===== src/rtl/uart_wb_dbg_pkg.sv =====
`default_nettype none
// ============================================================================
// Module      : uart_wb_dbg_pkg
// Description : Shared constants and the frame FSM state type for the
//               UART-to-Wishbone debug bridge.
// Ports       : none (package)
// Revision    : 1.0 - initial release
// ============================================================================
package uart_wb_dbg_pkg;

  localparam logic [7:0]  CMD_WRITE     = 8'h01;
  localparam logic [7:0]  CMD_READ      = 8'h02;
  // Word returned to the host when the slave terminates a read with an error.
  localparam logic [31:0] ERR_READ_DATA = 32'hFFFF_FFFF;

  typedef enum logic [2:0] {
    ST_IDLE     = 3'd0,
    ST_GET_SIZE = 3'd1,
    ST_GET_ADDR = 3'd2,
    ST_GET_DATA = 3'd3,
    ST_WB_CYCLE = 3'd4,
    ST_SEND     = 3'd5
  } state_t;

endpackage
`default_nettype wire


===== src/rtl/uart_wb_dbg_phy.sv =====
`default_nettype none
// ============================================================================
// Module      : uart_wb_dbg_phy
// Description : 8N1 UART receiver and transmitter, LSB first.
// Ports       : clk, rst_n          - clock, async active-low reset
//               i_rx                - asynchronous serial input (idle high)
//               o_rx_valid/o_rx_byte- byte strobe, one cycle after stop sample
//               o_rx_frame_err      - pulse when the stop bit samples low
//               i_tx_start/i_tx_byte- load a byte when o_tx_ready is high
//               o_tx_ready          - TX can accept a byte this cycle
//               o_tx                - serial output (idle high)
// Revision    : 1.0 - initial release
// ============================================================================
module uart_wb_dbg_phy #(
  parameter int CLKS_PER_BIT = 1042
) (
  input  logic       clk,
  input  logic       rst_n,
  input  logic       i_rx,
  output logic       o_rx_valid,
  output logic [7:0] o_rx_byte,
  output logic       o_rx_frame_err,
  input  logic       i_tx_start,
  input  logic [7:0] i_tx_byte,
  output logic       o_tx_ready,
  output logic       o_tx
);

  localparam int CW = $clog2(CLKS_PER_BIT + 1);
  localparam logic [CW-1:0] c_bit_last  = CW'(CLKS_PER_BIT - 1);
  localparam logic [CW-1:0] c_half_last = CW'(CLKS_PER_BIT / 2 - 1);

  typedef enum logic [1:0] {
    RX_IDLE  = 2'd0,
    RX_START = 2'd1,
    RX_DATA  = 2'd2,
    RX_STOP  = 2'd3
  } rx_state_t;

  rx_state_t     r_rx_state;
  logic [2:0]    r_rx_sync;   // [1] is the synchronised line, [2] its previous value
  logic [CW-1:0] r_rx_cnt;
  logic [2:0]    r_rx_bits;
  logic [7:0]    r_rx_shift;
  logic          r_rx_valid;
  logic          r_rx_ferr;
  logic          w_rx_line;
  logic          w_rx_fall;

  assign w_rx_line = r_rx_sync[1];
  assign w_rx_fall = r_rx_sync[2] & ~r_rx_sync[1];

  always_ff @(posedge clk or negedge rst_n) begin
    if (!rst_n) begin
      r_rx_sync  <= 3'b111;
      r_rx_state <= RX_IDLE;
      r_rx_cnt   <= '0;
      r_rx_bits  <= '0;
      r_rx_shift <= '0;
      r_rx_valid <= 1'b0;
      r_rx_ferr  <= 1'b0;
    end else begin
      r_rx_sync  <= {r_rx_sync[1:0], i_rx};
      r_rx_valid <= 1'b0;
      r_rx_ferr  <= 1'b0;
      case (r_rx_state)
        RX_IDLE: begin
          r_rx_cnt <= '0;
          if (w_rx_fall) r_rx_state <= RX_START;
        end
        RX_START: begin
          // Half-bit re-check rejects glitches shorter than half a bit.
          if (r_rx_cnt == c_half_last) begin
            r_rx_cnt   <= '0;
            r_rx_bits  <= '0;
            r_rx_state <= w_rx_line ? RX_IDLE : RX_DATA;
          end else begin
            r_rx_cnt <= r_rx_cnt + 1'b1;
          end
        end
        RX_DATA: begin
          if (r_rx_cnt == c_bit_last) begin
            r_rx_cnt   <= '0;
            r_rx_shift <= {w_rx_line, r_rx_shift[7:1]};
            r_rx_bits  <= r_rx_bits + 3'd1;
            if (r_rx_bits == 3'd7) r_rx_state <= RX_STOP;
          end else begin
            r_rx_cnt <= r_rx_cnt + 1'b1;
          end
        end
        RX_STOP: begin
          if (r_rx_cnt == c_bit_last) begin
            r_rx_state <= RX_IDLE;
            r_rx_valid <= w_rx_line;
            r_rx_ferr  <= ~w_rx_line;
          end else begin
            r_rx_cnt <= r_rx_cnt + 1'b1;
          end
        end
        default: r_rx_state <= RX_IDLE;
      endcase
    end
  end

  assign o_rx_valid     = r_rx_valid;
  assign o_rx_byte      = r_rx_shift;
  assign o_rx_frame_err = r_rx_ferr;

  // TX: bit 0 of the shifter is the line; it fills with ones so idle is high.
  logic [9:0]    r_tx_shift;
  logic          r_tx_busy;
  logic [CW-1:0] r_tx_cnt;
  logic [3:0]    r_tx_bits;
  logic          w_tx_ready;

  // Ready during the final stop-bit cycle so the next start bit follows directly.
  assign w_tx_ready = !r_tx_busy || (r_tx_cnt == c_bit_last && r_tx_bits == 4'd9);

  always_ff @(posedge clk or negedge rst_n) begin
    if (!rst_n) begin
      r_tx_shift <= '1;
      r_tx_busy  <= 1'b0;
      r_tx_cnt   <= '0;
      r_tx_bits  <= '0;
    end else if (i_tx_start && w_tx_ready) begin
      r_tx_shift <= {1'b1, i_tx_byte, 1'b0};
      r_tx_busy  <= 1'b1;
      r_tx_cnt   <= '0;
      r_tx_bits  <= '0;
    end else if (r_tx_busy) begin
      if (r_tx_cnt == c_bit_last) begin
        r_tx_cnt <= '0;
        if (r_tx_bits == 4'd9) begin
          r_tx_busy <= 1'b0;
        end else begin
          r_tx_shift <= {1'b1, r_tx_shift[9:1]};
          r_tx_bits  <= r_tx_bits + 4'd1;
        end
      end else begin
        r_tx_cnt <= r_tx_cnt + 1'b1;
      end
    end
  end

  assign o_tx_ready = w_tx_ready;
  assign o_tx       = r_tx_shift[0];

endmodule
`default_nettype wire


===== src/rtl/uart_wb_dbg_bridge.sv =====
`default_nettype none
// ============================================================================
// Module      : uart_wb_dbg_bridge
// Description : UART debug slave / Wishbone master. Parses write (0x01) and
//               read (0x02) frames and issues 32-bit Wishbone cycles; read
//               data is returned MSB first on uart_tx.
// Ports       : HCLK, HRESETn     - clock, async active-low reset
//               uart_rx, uart_tx  - host serial link (8N1)
//               wb_*              - Wishbone master interface
//               busy_o            - frame in progress
//               frame_err_o       - pulse on framing error or timeout abort
// Revision    : 1.0 - initial release
// ============================================================================
module uart_wb_dbg_bridge
  import uart_wb_dbg_pkg::*;
#(
  parameter int CLKS_PER_BIT  = 1042,
  parameter int FRAME_TIMEOUT = 20 * CLKS_PER_BIT
) (
  input  logic        HCLK,
  input  logic        HRESETn,
  input  logic        uart_rx,
  output logic        uart_tx,
  output logic        wb_cyc_o,
  output logic        wb_stb_o,
  output logic        wb_we_o,
  output logic [3:0]  wb_sel_o,
  output logic [31:0] wb_adr_o,
  output logic [31:0] wb_dat_o,
  input  logic [31:0] wb_dat_i,
  input  logic        wb_ack_i,
  input  logic        wb_err_i,
  output logic        busy_o,
  output logic        frame_err_o
);

  localparam int TW = $clog2(FRAME_TIMEOUT + 1);
  localparam logic [TW-1:0] c_to_last = TW'(FRAME_TIMEOUT - 1);

  logic       w_rx_valid;
  logic [7:0] w_rx_byte;
  logic       w_rx_ferr;
  logic       w_tx_ready;
  logic       w_tx_start;
  logic [7:0] w_tx_byte;

  state_t        r_state;
  state_t        w_next;
  logic          r_is_write;
  logic [7:0]    r_words;
  logic [1:0]    r_cnt;
  logic [31:0]   r_addr;
  logic [31:0]   r_wdata;
  logic [31:0]   r_rdata;
  logic          r_send_done;
  logic [TW-1:0] r_to_cnt;
  logic          r_frame_err;
  logic          w_in_rx;
  logic          w_timeout;
  logic          w_bus_done;

  uart_wb_dbg_phy #(.CLKS_PER_BIT(CLKS_PER_BIT)) u_phy (
    .clk            (HCLK),
    .rst_n          (HRESETn),
    .i_rx           (uart_rx),
    .o_rx_valid     (w_rx_valid),
    .o_rx_byte      (w_rx_byte),
    .o_rx_frame_err (w_rx_ferr),
    .i_tx_start     (w_tx_start),
    .i_tx_byte      (w_tx_byte),
    .o_tx_ready     (w_tx_ready),
    .o_tx           (uart_tx)
  );

  assign w_in_rx    = (r_state == ST_GET_SIZE) || (r_state == ST_GET_ADDR) ||
                      (r_state == ST_GET_DATA);
  assign w_timeout  = w_in_rx && !w_rx_valid && (r_to_cnt == c_to_last);
  assign w_bus_done = wb_ack_i || wb_err_i;
  // ~r_cnt == 3 - r_cnt: byte 0 is the most significant.
  assign w_tx_byte  = r_rdata[{~r_cnt, 3'b000} +: 8];

  always_comb begin
    w_next     = r_state;
    w_tx_start = 1'b0;
    case (r_state)
      ST_IDLE:
        if (w_rx_valid && (w_rx_byte == CMD_WRITE || w_rx_byte == CMD_READ))
          w_next = ST_GET_SIZE;
      ST_GET_SIZE:
        if (w_rx_valid) w_next = (w_rx_byte == 8'd0) ? ST_IDLE : ST_GET_ADDR;
      ST_GET_ADDR:
        if (w_rx_valid && r_cnt == 2'd3) w_next = r_is_write ? ST_GET_DATA : ST_WB_CYCLE;
      ST_GET_DATA:
        if (w_rx_valid && r_cnt == 2'd3) w_next = ST_WB_CYCLE;
      ST_WB_CYCLE:
        if (w_bus_done) begin
          if (!r_is_write)        w_next = ST_SEND;
          else if (r_words == 8'd1) w_next = ST_IDLE;
          else                    w_next = ST_GET_DATA;
        end
      ST_SEND: begin
        w_tx_start = !r_send_done && w_tx_ready;
        if (r_send_done && w_tx_ready)
          w_next = (r_words == 8'd1) ? ST_IDLE : ST_WB_CYCLE;
      end
      default: w_next = ST_IDLE;
    endcase
    if (w_in_rx && (w_rx_ferr || w_timeout)) w_next = ST_IDLE;
  end

  always_ff @(posedge HCLK or negedge HRESETn) begin
    if (!HRESETn) begin
      r_state     <= ST_IDLE;
      r_is_write  <= 1'b0;
      r_words     <= '0;
      r_cnt       <= '0;
      r_addr      <= '0;
      r_wdata     <= '0;
      r_rdata     <= '0;
      r_send_done <= 1'b0;
      r_to_cnt    <= '0;
      r_frame_err <= 1'b0;
    end else begin
      r_state     <= w_next;
      r_frame_err <= w_rx_ferr || w_timeout;
      r_to_cnt    <= (w_in_rx && !w_rx_valid) ? r_to_cnt + 1'b1 : '0;
      case (r_state)
        ST_IDLE:
          if (w_rx_valid) begin
            r_is_write <= (w_rx_byte == CMD_WRITE);
            r_cnt      <= '0;
          end
        ST_GET_SIZE:
          if (w_rx_valid) begin
            r_words <= w_rx_byte;
            r_cnt   <= '0;
          end
        ST_GET_ADDR:
          if (w_rx_valid) begin
            r_addr <= {r_addr[23:0], w_rx_byte};
            r_cnt  <= r_cnt + 2'd1;
          end
        ST_GET_DATA:
          if (w_rx_valid) begin
            r_wdata <= {r_wdata[23:0], w_rx_byte};
            r_cnt   <= r_cnt + 2'd1;
          end
        ST_WB_CYCLE:
          if (w_bus_done) begin
            r_cnt       <= '0;
            r_send_done <= 1'b0;
            if (r_is_write) begin
              r_words <= r_words - 8'd1;
              r_addr  <= r_addr + 32'd4;
            end else begin
              r_rdata <= wb_err_i ? ERR_READ_DATA : wb_dat_i;
            end
          end
        ST_SEND: begin
          if (w_tx_start) begin
            r_cnt <= r_cnt + 2'd1;
            if (r_cnt == 2'd3) r_send_done <= 1'b1;
          end
          if (r_send_done && w_tx_ready) begin
            r_words     <= r_words - 8'd1;
            r_addr      <= r_addr + 32'd4;
            r_send_done <= 1'b0;
          end
        end
        default: ;
      endcase
    end
  end

  assign wb_cyc_o    = (r_state == ST_WB_CYCLE);
  assign wb_stb_o    = wb_cyc_o;
  assign wb_we_o     = wb_cyc_o && r_is_write;
  assign wb_sel_o    = {4{wb_cyc_o}};
  assign wb_adr_o    = r_addr;
  assign wb_dat_o    = r_wdata;
  assign busy_o      = (r_state != ST_IDLE);
  assign frame_err_o = r_frame_err;

endmodule
`default_nettype wire

===== config.mk =====
export PLATFORM = sky130hd
export DESIGN_NAME = uart_wb_dbg_bridge
export DESIGN_NICKNAME = d
export VERILOG_FILES = /design/src/rtl/uart_wb_dbg_pkg.sv /design/src/rtl/uart_wb_dbg_phy.sv /design/src/rtl/uart_wb_dbg_bridge.sv
export SDC_FILE = /design/constraint.sdc
export NUM_CORES = 1
export LEC_CHECK = 0
export BUFFER_PORTS_ARGS = -buffer_cell sky130_fd_sc_hd__buf_4
export CAP_MARGIN = 40
export CORE_ASPECT_RATIO = 0.9
export CORE_MARGIN = 4
export CORE_UTILIZATION = 60
export CTS_CLUSTER_SIZE = 10
export DETAILED_ROUTE_END_ITERATION = 12
export HOLD_SLACK_MARGIN = 0.12
export PLACE_DENSITY = 0.82
export SYNTH_ARGS = -nofsm -noshare
export SYNTH_HDL_FRONTEND = slang
export SYNTH_SLANG_ARGS = --single-unit

===== constraint.sdc =====
create_clock -name HCLK -period 4.44 [get_ports HCLK]
set_input_delay 0.666 -clock HCLK [delete_from_list [all_inputs] [get_ports HCLK]]
set_output_delay 0.666 -clock HCLK [all_outputs]
set_load 0.01 [all_outputs]

==> impl_metrics.json, run 1 <==
{
  "grt_max_degree": 95,
  "top_layer_used": "met4",
  "setup_tns_ps": 0,
  "syn_inst": 931,
  "syn_area_per_cell_um2": 9.87,
  "start_util_pct": 61.8,
  "row_count": 42,
  "htree_levels": 4,
  "cp-start-kind": "flip-flop",
  "wl_per_cell_um": 17.7,
  "wirelength_um": 21700,
  "worstSetupPathType": "reg -> reg",
  "area.growth.synth_to_final_pct": 17.1,
  "drt-met1-wl_um": 9280,
  "die_area_mm2": 0.0174,
  "ys_top_cells_by_count": "dfrtp_1 (169), nor2_1 (133), a21oi_1 (61)",
  "cts-resized-gates": 0,
  "die_y_um": 125,
  "whs_ps": 294,
  "num_vias": 7537,
  "drive_gt1_share_pct": 22.3,
  "max-slew-margin-rel_pct": 45.9,
  "yosysMostFrequentCell": "dfrtp_1",
  "numCtsBuffers": 17,
  "syn_area_mm2": 0.00919,
  "power_density_mw_per_mm2": 330,
  "hold_viol_final": 0,
  "postRouteAntennaNets": 0,
  "period_share_pct": 67.8,
  "finalCriticalPeriod_ps": 3010,
  "first_pass_iters": 6,
  "synth.yosys.seq_area_share_pct": 49.5,
  "antennaDiodeCount": 0,
  "core-area_mm2": 0.0149,
  "slew_violations": 0,
  "hold_buffers": 0,
  "cp-end-kind": "flip-flop",
  "top_level_ports": 111,
  "rsz0062_at_grt": "no",
  "synthTopCellsByArea": "dfrtp_1 (46%), nor2_1 (5.4%), mux2_2 (5.1%), dfstp_2 (3.4%), a21oi_1 (3.3%)",
  "outcome": "finished, final reports clean",
  "gp_congestion": 0.859,
  "synth_top_cell_area_share_pct": 46.0,
  "async_flop_share_pct": 100,
  "antenna_found_initial": 0,
  "first_global_vias": 7094,
  "syn_nets": 986,
  "worst_pin_slew_ps": 811,
  "die_w_um": 138,
  "synth_edf_count": 0,
  "cts_setup_buffers": 0,
  "groute.usage.overall_pct": 24.9,
  "crit_fanout": 20,
  "met3WireLength_um": 1470,
  "setup_viol": 0,
  "synth_cell_type_count": 70,
  "grt_overflow_total": 0,
  "ys_ff_latch": 181,
  "numPortBuffers": 110,
  "hp-class": "in -> async",
  "ys.flop_type": "dfrtp_1",
  "maxCapViolCount": 0,
  "synth_warnings": 0,
  "via_per_inst": 6.17,
  "clock_latency_ps": 440,
  "fmax_ghz": 0.332,
  "cp_data_arrival_time_ps": 3320,
  "drc": 0,
  "required_ps": 4750,
  "clk_path_buf_depth": 2,
  "place_inst": 1189,
  "nets": 1065,
  "cts.sinks": 181,
  "wl_met2_um": 10600,
  "finalInstanceArea_mm2": 0.0108,
  "cts-root-buf": "clkbuf_16",
  "final.setup_skew_ps": 11.8,
  "stdcell_count": 1221,
  "fin_ws_ps": 1430,
  "leakagePower_nw": 4.87,
  "drtIter0Drc": 789,
  "post_dp_cell_area_mm2": 0.0101,
  "pre_cts_ws_ps": 1510,
  "synth_top_cell_by_area": "dfrtp_1",
  "post-dp-hpwl_um": 14100,
  "clk_pin_slew_ps": 70,
  "grt_pass1_wl_um": 35900,
  "cts_tree": "yes",
  "irDropWorstVdd_mv": 0.264
}
stage by stage:
stage | power (mW) | utilization [%]
finish | 3.55 | 72.3
global route | 3.69 | 72.3
CTS | 3.58 | 72.3
detailed placement | 2.00 | 68.1
global placement | 1.99 | 68.0
floorplan | 1.89 | -
area by class of cell:
cell class              instances  area (µm²)
multi-input cells             661        4300
well taps                     198         248
clock inverters                10         145
inverters                      26        97.6
clock buffers                  22         474
flip-flops and latches        181        4540
repair buffers                123         941
fillers                      1054        4120
critical path: stages, from the launching register on:
cell and delay [ps]:
dfrtp_1 420, inv_1 70, ha_1 120, or4b_1 440
or4_1 550, and3_1 500, nor2_1 350, buf_4 310
a21oi_1 110
per-layer routing:
layer  GRT usage, %  up-vias
met2           38.6      297
met3           5.61       30
met1           35.7     3684
met4           7.21        0
li1               -     3526
met5              0        -
kinds of logic after synthesis:
kind of cell,after synthesis,synth area share (%)
and+or+nand+nor,342,17.9
AOI/OAI and AO/OA,212,15.1
DFF,181,49.5
buffers and inverters,89,4.10
muxes,59,8.09
xor gates and xnor gates,30,2.86
adders and majority gates,18,2.45
report_power, final:
part           leakage, nW  switching, mW  total (mW)  internal (mW)
sequential            2.35         0.0304        1.72           1.69
combinational         2.22          0.157       0.251         0.0947
clock                0.297          0.643        1.58          0.936
total                 4.87          0.830        3.55           2.72
layout by cell type, fill, tap and decap left out, drive strengths merged, types with 4 or more instances in the layout:
cell | netlist | final
or3 | 7 | 7
xnor2 | 14 | 14
ha | 18 | 18
nor2 | 133 | 133
mux2i | 9 | 9
o22a | 4 | 4
o22ai | 19 | 19
dfstp | 12 | 12
a41oi | 4 | 4
xor2 | 16 | 16
a211oi | 4 | 4
nor4b | 4 | 4
a2bb2oi | 22 | 22
nand2b | 4 | 4
nand4 | 15 | 15
a31oi | 16 | 16
and3 | 12 | 12
mux2 | 42 | 42
buf | 18 | 123
or4 | 5 | 5
inv | 26 | 28
nor4 | 11 | 11
dfrtp | 169 | 169
o31ai | 7 | 7
nand3 | 38 | 38
a41o | 4 | 4
o21ai | 38 | 38
nor3 | 34 | 34
nand2 | 55 | 55
a21oi | 62 | 62
mux4 | 8 | 8
nor2b | 4 | 4
clkbuf | 45 | 22
o41ai | 4 | 4
worst paths after layout:
path	from	endpoint	slack (ps)	depth (start not counted)
max in group asynchronous	HRESETn	u_phy.r_tx_shift[5]	3190	2
min in group HCLK	uart_rx	u_phy.r_rx_sync[0]	340	1
setup / recovery	u_phy.r_tx_cnt[1]	wb_adr_o[21]	1430	8
hold reg to reg	u_phy.r_rx_sync[0]	u_phy.r_rx_sync[1]	360	0
setup reg to reg	u_phy.r_tx_cnt[1]	wb_adr_o[21]	1430	8
hold / removal	HRESETn	r_to_cnt[4]	290	1
flip-flops by register name, summed over array words and instances, names as in the netlist, named ones only:
| register | flops |
|---|---|
| wb_dat_o | 32 |
| u_phy.o_rx_byte | 8 |
| r_is_write | 1 |
| u_phy.o_rx_valid | 1 |
| u_phy.r_tx_bits | 4 |
| u_phy.r_rx_state | 1 |
| r_state | 3 |
| r_send_done | 1 |
| u_phy.r_rx_cnt | 11 |
| r_words | 8 |
| r_to_cnt | 15 |
| frame_err_o | 1 |
| r_cnt | 2 |
| u_phy.o_rx_frame_err | 1 |
| u_phy.r_rx_bits | 3 |
| u_phy.r_tx_busy | 1 |
| wb_adr_o | 32 |
| u_phy.r_rx_sync | 3 |
| u_phy.r_tx_shift | 9 |
| r_rdata | 32 |
| u_phy.r_tx_cnt | 11 |
(Power assumes the default switching activity.)
==> run 2: changes to the inputs <==
CORE_UTILIZATION = 53   (was 60)
PLACE_DENSITY = 0.77   (was 0.82)
clock period = 2.7 ns   (was 4.44 ns; I/O delays follow)
==> run 2 against run 1 <==
Compared with the run above: global-route usage decreased by 2.9 points; core utilization is 8.1 points lower; critical path depth fell by 1; design area is 1.1% higher; hold slack lost 59 ps; via count shrank 0.32%; critical path type unchanged.
==> impl_metrics.json, run 2 (synthesis gave the netlist of run 1 again) <==
{
  "whs_ps": 235,
  "via_per_inst": 5.91,
  "required_ps": 3050,
  "maxCapViolCount": 0,
  "cts-root-buf": "clkbuf_16",
  "numCtsBuffers": 17,
  "post_dp_cell_area_mm2": 0.0103,
  "worst_pin_slew_ps": 735,
  "crit_fanout": 12,
  "antenna_found_initial": 0,
  "rsz0062_at_grt": "no",
  "fillers": 1377,
  "groute.usage.overall_pct": 22.0,
  "max-slew-margin-rel_pct": 50.5,
  "p_clk_share_pct": 42.2,
  "holdPathStages": 3,
  "die_area_mm2": 0.0195,
  "holdPathEnd": "r_rdata[9]",
  "ff2ff_path_depth": 7,
  "htree_levels": 4,
  "cp-end-kind": "flip-flop",
  "cp_top_family": "simple AND/OR/NAND/NOR gates",
  "irDropWorstVdd_mv": 0.453,
  "crit_top_cell": "or4_1",
  "drtIter0Drc": 538,
  "clk_path_buf_depth": 2,
  "cts_tree": "yes",
  "drive_gt1_share_pct": 23.3,
  "crit_slowest_cell": "or4_1",
  "grt_max_degree": 65,
  "clock_latency_ps": 430,
  "critPathBufInv": 1,
  "sequentialPowerShare_pct": 50.0,
  "internal_power_mw": 4.17,
  "area.growth.synth_to_final_pct": 18.4,
  "crit_start": "u_phy.r_tx_cnt[1]",
  "core-area_mm2": 0.0169,
  "first_pass_iters": 5,
  "grt_pass1_wl_um": 35800,
  "numPortBuffers": 110,
  "swShare_pct": 26.2,
  "fmax_ghz": 0.398,
  "nets": 1079,
  "slew_violations": 0,
  "cts.sinks": 181,
  "start_util_pct": 54.2,
  "top_level_ports": 111,
  "utilization_pct": 64.2,
  "row_count": 45,
  "cp.depth": 7,
  "rr_endpoint": "r_words[0]",
  "crit_path_max_incr_delay_ps": 510,
  "finalCriticalPeriod_ps": 2520,
  "gp_congestion": 0.886,
  "cts_setup_buffers": 0,
  "final.setup_skew_ps": 9.21,
  "first_global_vias": 7174,
  "crit_path_cell_trace": "inv_1 -> ha_1 -> or4b_1 -> or4_1 -> and3_2 -> or4_1 -> o211ai_1",
  "regToRegStartpoint": "u_phy.r_tx_cnt[1]",
  "area.sequential_mm2": 0.00454,
  "fin_ws_ps": 185,
  "hold_viol_final": 0,
  "die_y_um": 133,
  "power_density_mw_per_mm2": 519,
  "finalInstanceArea_mm2": 0.0109,
  "hp-class": "in -> reg",
  "postRouteAntennaNets": 0,
  "place_inst": 1238,
  "outcome": "finished, final reports clean",
  "drc": 0,
  "final_common_cell": "dfrtp_1",
  "final_cell_mix": "dfrtp_1 (169), nor2_1 (133), buf_4 (131)",
  "die_w_um": 147,
  "total_power_mw": 5.65,
  "wirelength_um": 21200,
  "num_vias": 7513,
  "cp-start-kind": "flip-flop",
  "grt_overflow_total": 0,
  "wl_per_cell_um": 16.7,
  "multi_input_area_mm2": 0.00430,
  "pre_cts_ws_ps": 134,
  "p_sw_mw": 1.48,
  "setup_tns_ps": 0,
  "rrSetupSlack_ps": 180,
  "leakagePower_nw": 4.92,
  "antennaDiodeCount": 0,
  "stdcell_count": 1272,
  "p_comb_share_pct": 7.8,
  "period_share_pct": 93.2,
  "hold_start": "wb_dat_i[9]",
  "setup_viol": 0,
  "cp_data_arrival_time_ps": 2860,
  "post-dp-hpwl_um": 14500,
  "clk_pin_slew_ps": 70,
  "worstSetupPathType": "reg -> reg"
}
==> run 2: changes by cell type in the layout (fill, tap and decap cells not counted), moves of 2 or more <==
cell           change
buf_12             +2
inv_6              +4
clkbuf_8           -3
dlygate4sd3_1      +2
inv_8              +3
bufinv_16          -3
clkbuf_1           -2
buf_4             +12
==> run 2: power by group through the flow <==
stage               sequential [mW]  combinational, mW  clock (mW)
global placement               2.87              0.427           0
floorplan                      2.86              0.258           0
CTS                            2.82              0.444        2.43
detailed placement             2.87              0.440           0
finish                         2.82              0.440        2.39
global route                   2.83              0.510        2.56
==> run 2: worst max-delay path by stage <==
stage / endpoint / slack [ps]
after floorplan: r_words[0] / 240
after detailed placement: r_words[0] / 130
after global routing: wb_adr_o[5] / 10
after CTS: r_words[0] / 130
final: r_words[0] / 180
after global placement: r_words[0] / 220
==> run 2: layer usage <==
layer,track usage (%),wire [µm],vias up
met4,5.17,178,0
met5,0,0,-
met1,31.7,9520,3688
li1,-,-,3559
met2,33.8,10100,246
met3,5.48,1440,20
==> run 2: area by class of cell <==
cell class | instances | share of cell area, %
sequential | 181 | 41.8
multi-input combinational | 661 | 39.5
timing repair buffer | 137 | 9.88
clock buffer | 17 | 3.91
tap | 235 | 2.70
clock inverter | 15 | 1.28
inverter | 26 | 0.898
==> run 2: worst reg2reg max path, stage by stage, from the launching register on <==
cell	delay, ps
dfrtp_1	420
inv_1	70
ha_1	120
or4b_1	450
or4_1	430
and3_2	320
or4_1	520
o211ai_1	110
==> run 2: repair_timing <==
action                                  in CTS  in global routing
resized for setup                            0                  1
endpoints found under the setup margin       0                  4
hold buffers                                 2                  0
hold endpoints to repair                    46                  0
==> run 3: changes to the inputs <==
==> constraint.sdc (replaced) <==
create_clock -name HCLK -period 2.7 [get_ports HCLK]
set_input_delay 0.405 -clock HCLK [delete_from_list [all_inputs] [get_ports HCLK]]
set_output_delay 0.405 -clock HCLK [all_outputs]
set_load 0.05 [all_outputs]
==> run 3 against run 2 <==
Compared with the run above: fmax down 0.11%; clock skew about the same; hold slack better by 3.4 ps; clock power about the same; combinational power up 2%; largest cell class unchanged; via count down 1.4%.
==> impl_metrics.json, run 3 (synthesis gave the netlist of run 1 again) <==
{
  "htree_levels": 4,
  "cp-end-kind": "flip-flop",
  "crit_path_end": "wb_adr_o[5]",
  "stdcell_count": 1276,
  "leakagePower_nw": 4.94,
  "required_ps": 3010,
  "top_level_ports": 111,
  "hp-class": "in -> reg",
  "fillers": 1356,
  "wl_per_cell_um": 16.5,
  "outcome": "finished, final reports clean",
  "row_count": 45,
  "postRouteAntennaNets": 0,
  "grt_overflow_total": 0,
  "antennaDiodeCount": 0,
  "sequentialPowerShare_pct": 49.9,
  "setup_tns_ps": 0,
  "p_sw_mw": 1.39,
  "cp_data_arrival_time_ps": 2830,
  "numPortBuffers": 110,
  "final_cell_mix": "dfrtp_1 (169), buf_4 (134), nor2_1 (132)",
  "ff2ff_path_depth": 8,
  "nets": 1083,
  "crit_path_cell_trace": "inv_1 -> ha_1 -> or4b_1 -> or4_1 -> buf_4 -> nand3_1 -> nand2_1 -> o22a_1",
  "max-slew-margin-rel_pct": 50.5,
  "whs_ps": 238,
  "cp-start-kind": "flip-flop",
  "rsz0062_at_grt": "no",
  "hold_start": "wb_dat_i[0]",
  "hold_viol_final": 0,
  "rr_endpoint": "wb_adr_o[5]",
  "irDropWorstVdd_mv": 0.448,
  "numCtsBuffers": 17,
  "core-area_mm2": 0.0169,
  "holdPathStages": 3,
  "num_vias": 7411,
  "place_inst": 1242,
  "grt_max_degree": 76,
  "wirelength_um": 21000,
  "worst_pin_slew_ps": 736,
  "p_comb_share_pct": 7.9,
  "drt-met1-wl_um": 9840,
  "antenna_found_initial": 0,
  "groute.usage.overall_pct": 22.1,
  "crit_start": "u_phy.r_tx_cnt[1]",
  "slew_violations": 0,
  "top_layer_used": "met4",
  "cts_tree": "yes",
  "utilization_pct": 64.5,
  "clock_latency_ps": 430,
  "drc": 0,
  "post-dp-hpwl_um": 14400,
  "swShare_pct": 24.6,
  "die_w_um": 147,
  "worstSetupPathType": "reg -> reg",
  "first_global_vias": 7201,
  "clk_path_buf_depth": 2,
  "period_share_pct": 93.3,
  "finalCriticalPeriod_ps": 2520,
  "crit_fanout": 7,
  "crit_path_max_incr_delay_ps": 440,
  "drive_gt1_share_pct": 23.5,
  "gp_congestion": 0.892,
  "internal_power_mw": 4.27,
  "setup_viol": 0,
  "first_pass_iters": 5,
  "met3WireLength_um": 1160,
  "p_clk_share_pct": 42.2,
  "power_density_mw_per_mm2": 518,
  "die_y_um": 133,
  "die_area_mm2": 0.0195,
  "rrSetupSlack_ps": 180,
  "cts-root-buf": "clkbuf_16",
  "cts.sinks": 181,
  "final_common_cell": "dfrtp_1",
  "area.growth.synth_to_final_pct": 18.9,
  "total_power_mw": 5.66,
  "crit_slowest_cell": "or4b_1",
  "maxCapViolCount": 0,
  "wl_met2_um": 9760,
  "fmax_ghz": 0.397,
  "regToRegStartpoint": "u_phy.r_tx_cnt[1]",
  "start_util_pct": 54.2,
  "clk_pin_slew_ps": 70,
  "drtIter0Drc": 522,
  "final.setup_skew_ps": 9.28,
  "via_per_inst": 5.81,
  "grt_pass1_wl_um": 35800
}
## run 3: changes by cell type in the layout (fill, tap and decap cells not counted), moves of 2 or more
cell,delta
inv_6,-3
inv_8,-2
clkinv_4,+3
clkbuf_1,+2
buf_4,+3
## run 3: routing by layer
metal / track usage, % / vias up
li1: - / 3576
met1: 32.0 / 3584
met2: 34.1 / 228
met3: 3.97 / 23
met4: 6.84 / 0
met5: 0 / -
## run 3: stage by stage
step | worst slack (ps) | area [µm²]
4_1_cts | 115 | 10900
6_report | 182 | 10900
5_1_grt | 7.24 | 10900
3_3_place_gp | 183 | 10300
2_1_floorplan | 168 | 9190
3_5_place_dp | 142 | 10300
## run 3: cell type report
cell class	count	area (µm²)	share of cell area, %
multi-input combinational	661	4300	39.4
timing repair buffer	141	1120	10.2
sequential	181	4540	41.6
clock buffer	20	447	4.09
tap	235	294	2.69
clock inverter	12	123	1.12
inverter	26	97.6	0.893
## run 3: worst min path at each step
stage                                            end  slack [ps]
after floorplan           asynchronous set/reset pin         110
after global placement            u_phy.r_rx_sync[1]         350
after detailed placement          u_phy.r_rx_sync[1]         350
after CTS                                r_rdata[12]         220
after global routing                      r_rdata[6]         230
final                                     r_rdata[0]         240
## run 3: power groups by stage
stage | Clock [mW] | Combinational, mW | Sequential [mW]
floorplan | 0 | 0.258 | 2.86
global placement | 0 | 0.431 | 2.87
detailed placement | 0 | 0.450 | 2.87
CTS | 2.44 | 0.455 | 2.82
global route | 2.55 | 0.512 | 2.83
finish | 2.39 | 0.448 | 2.82
## run 3: repair_timing
action,4_1_cts,5_1_grt
endpoints found under the hold margin,68,0
setup buffers,0,0
setup endpoints to repair,0,27
gates resized for setup,0,1
hold buffers,2,0
## run 3: critical path: cells and delay by family (launching register included)
family	cells	cell delay (ps)
compound gates	1	260
fa+ha+maj	1	120
buf+inv	2	240
flops	1	420
simple gates	4	1360
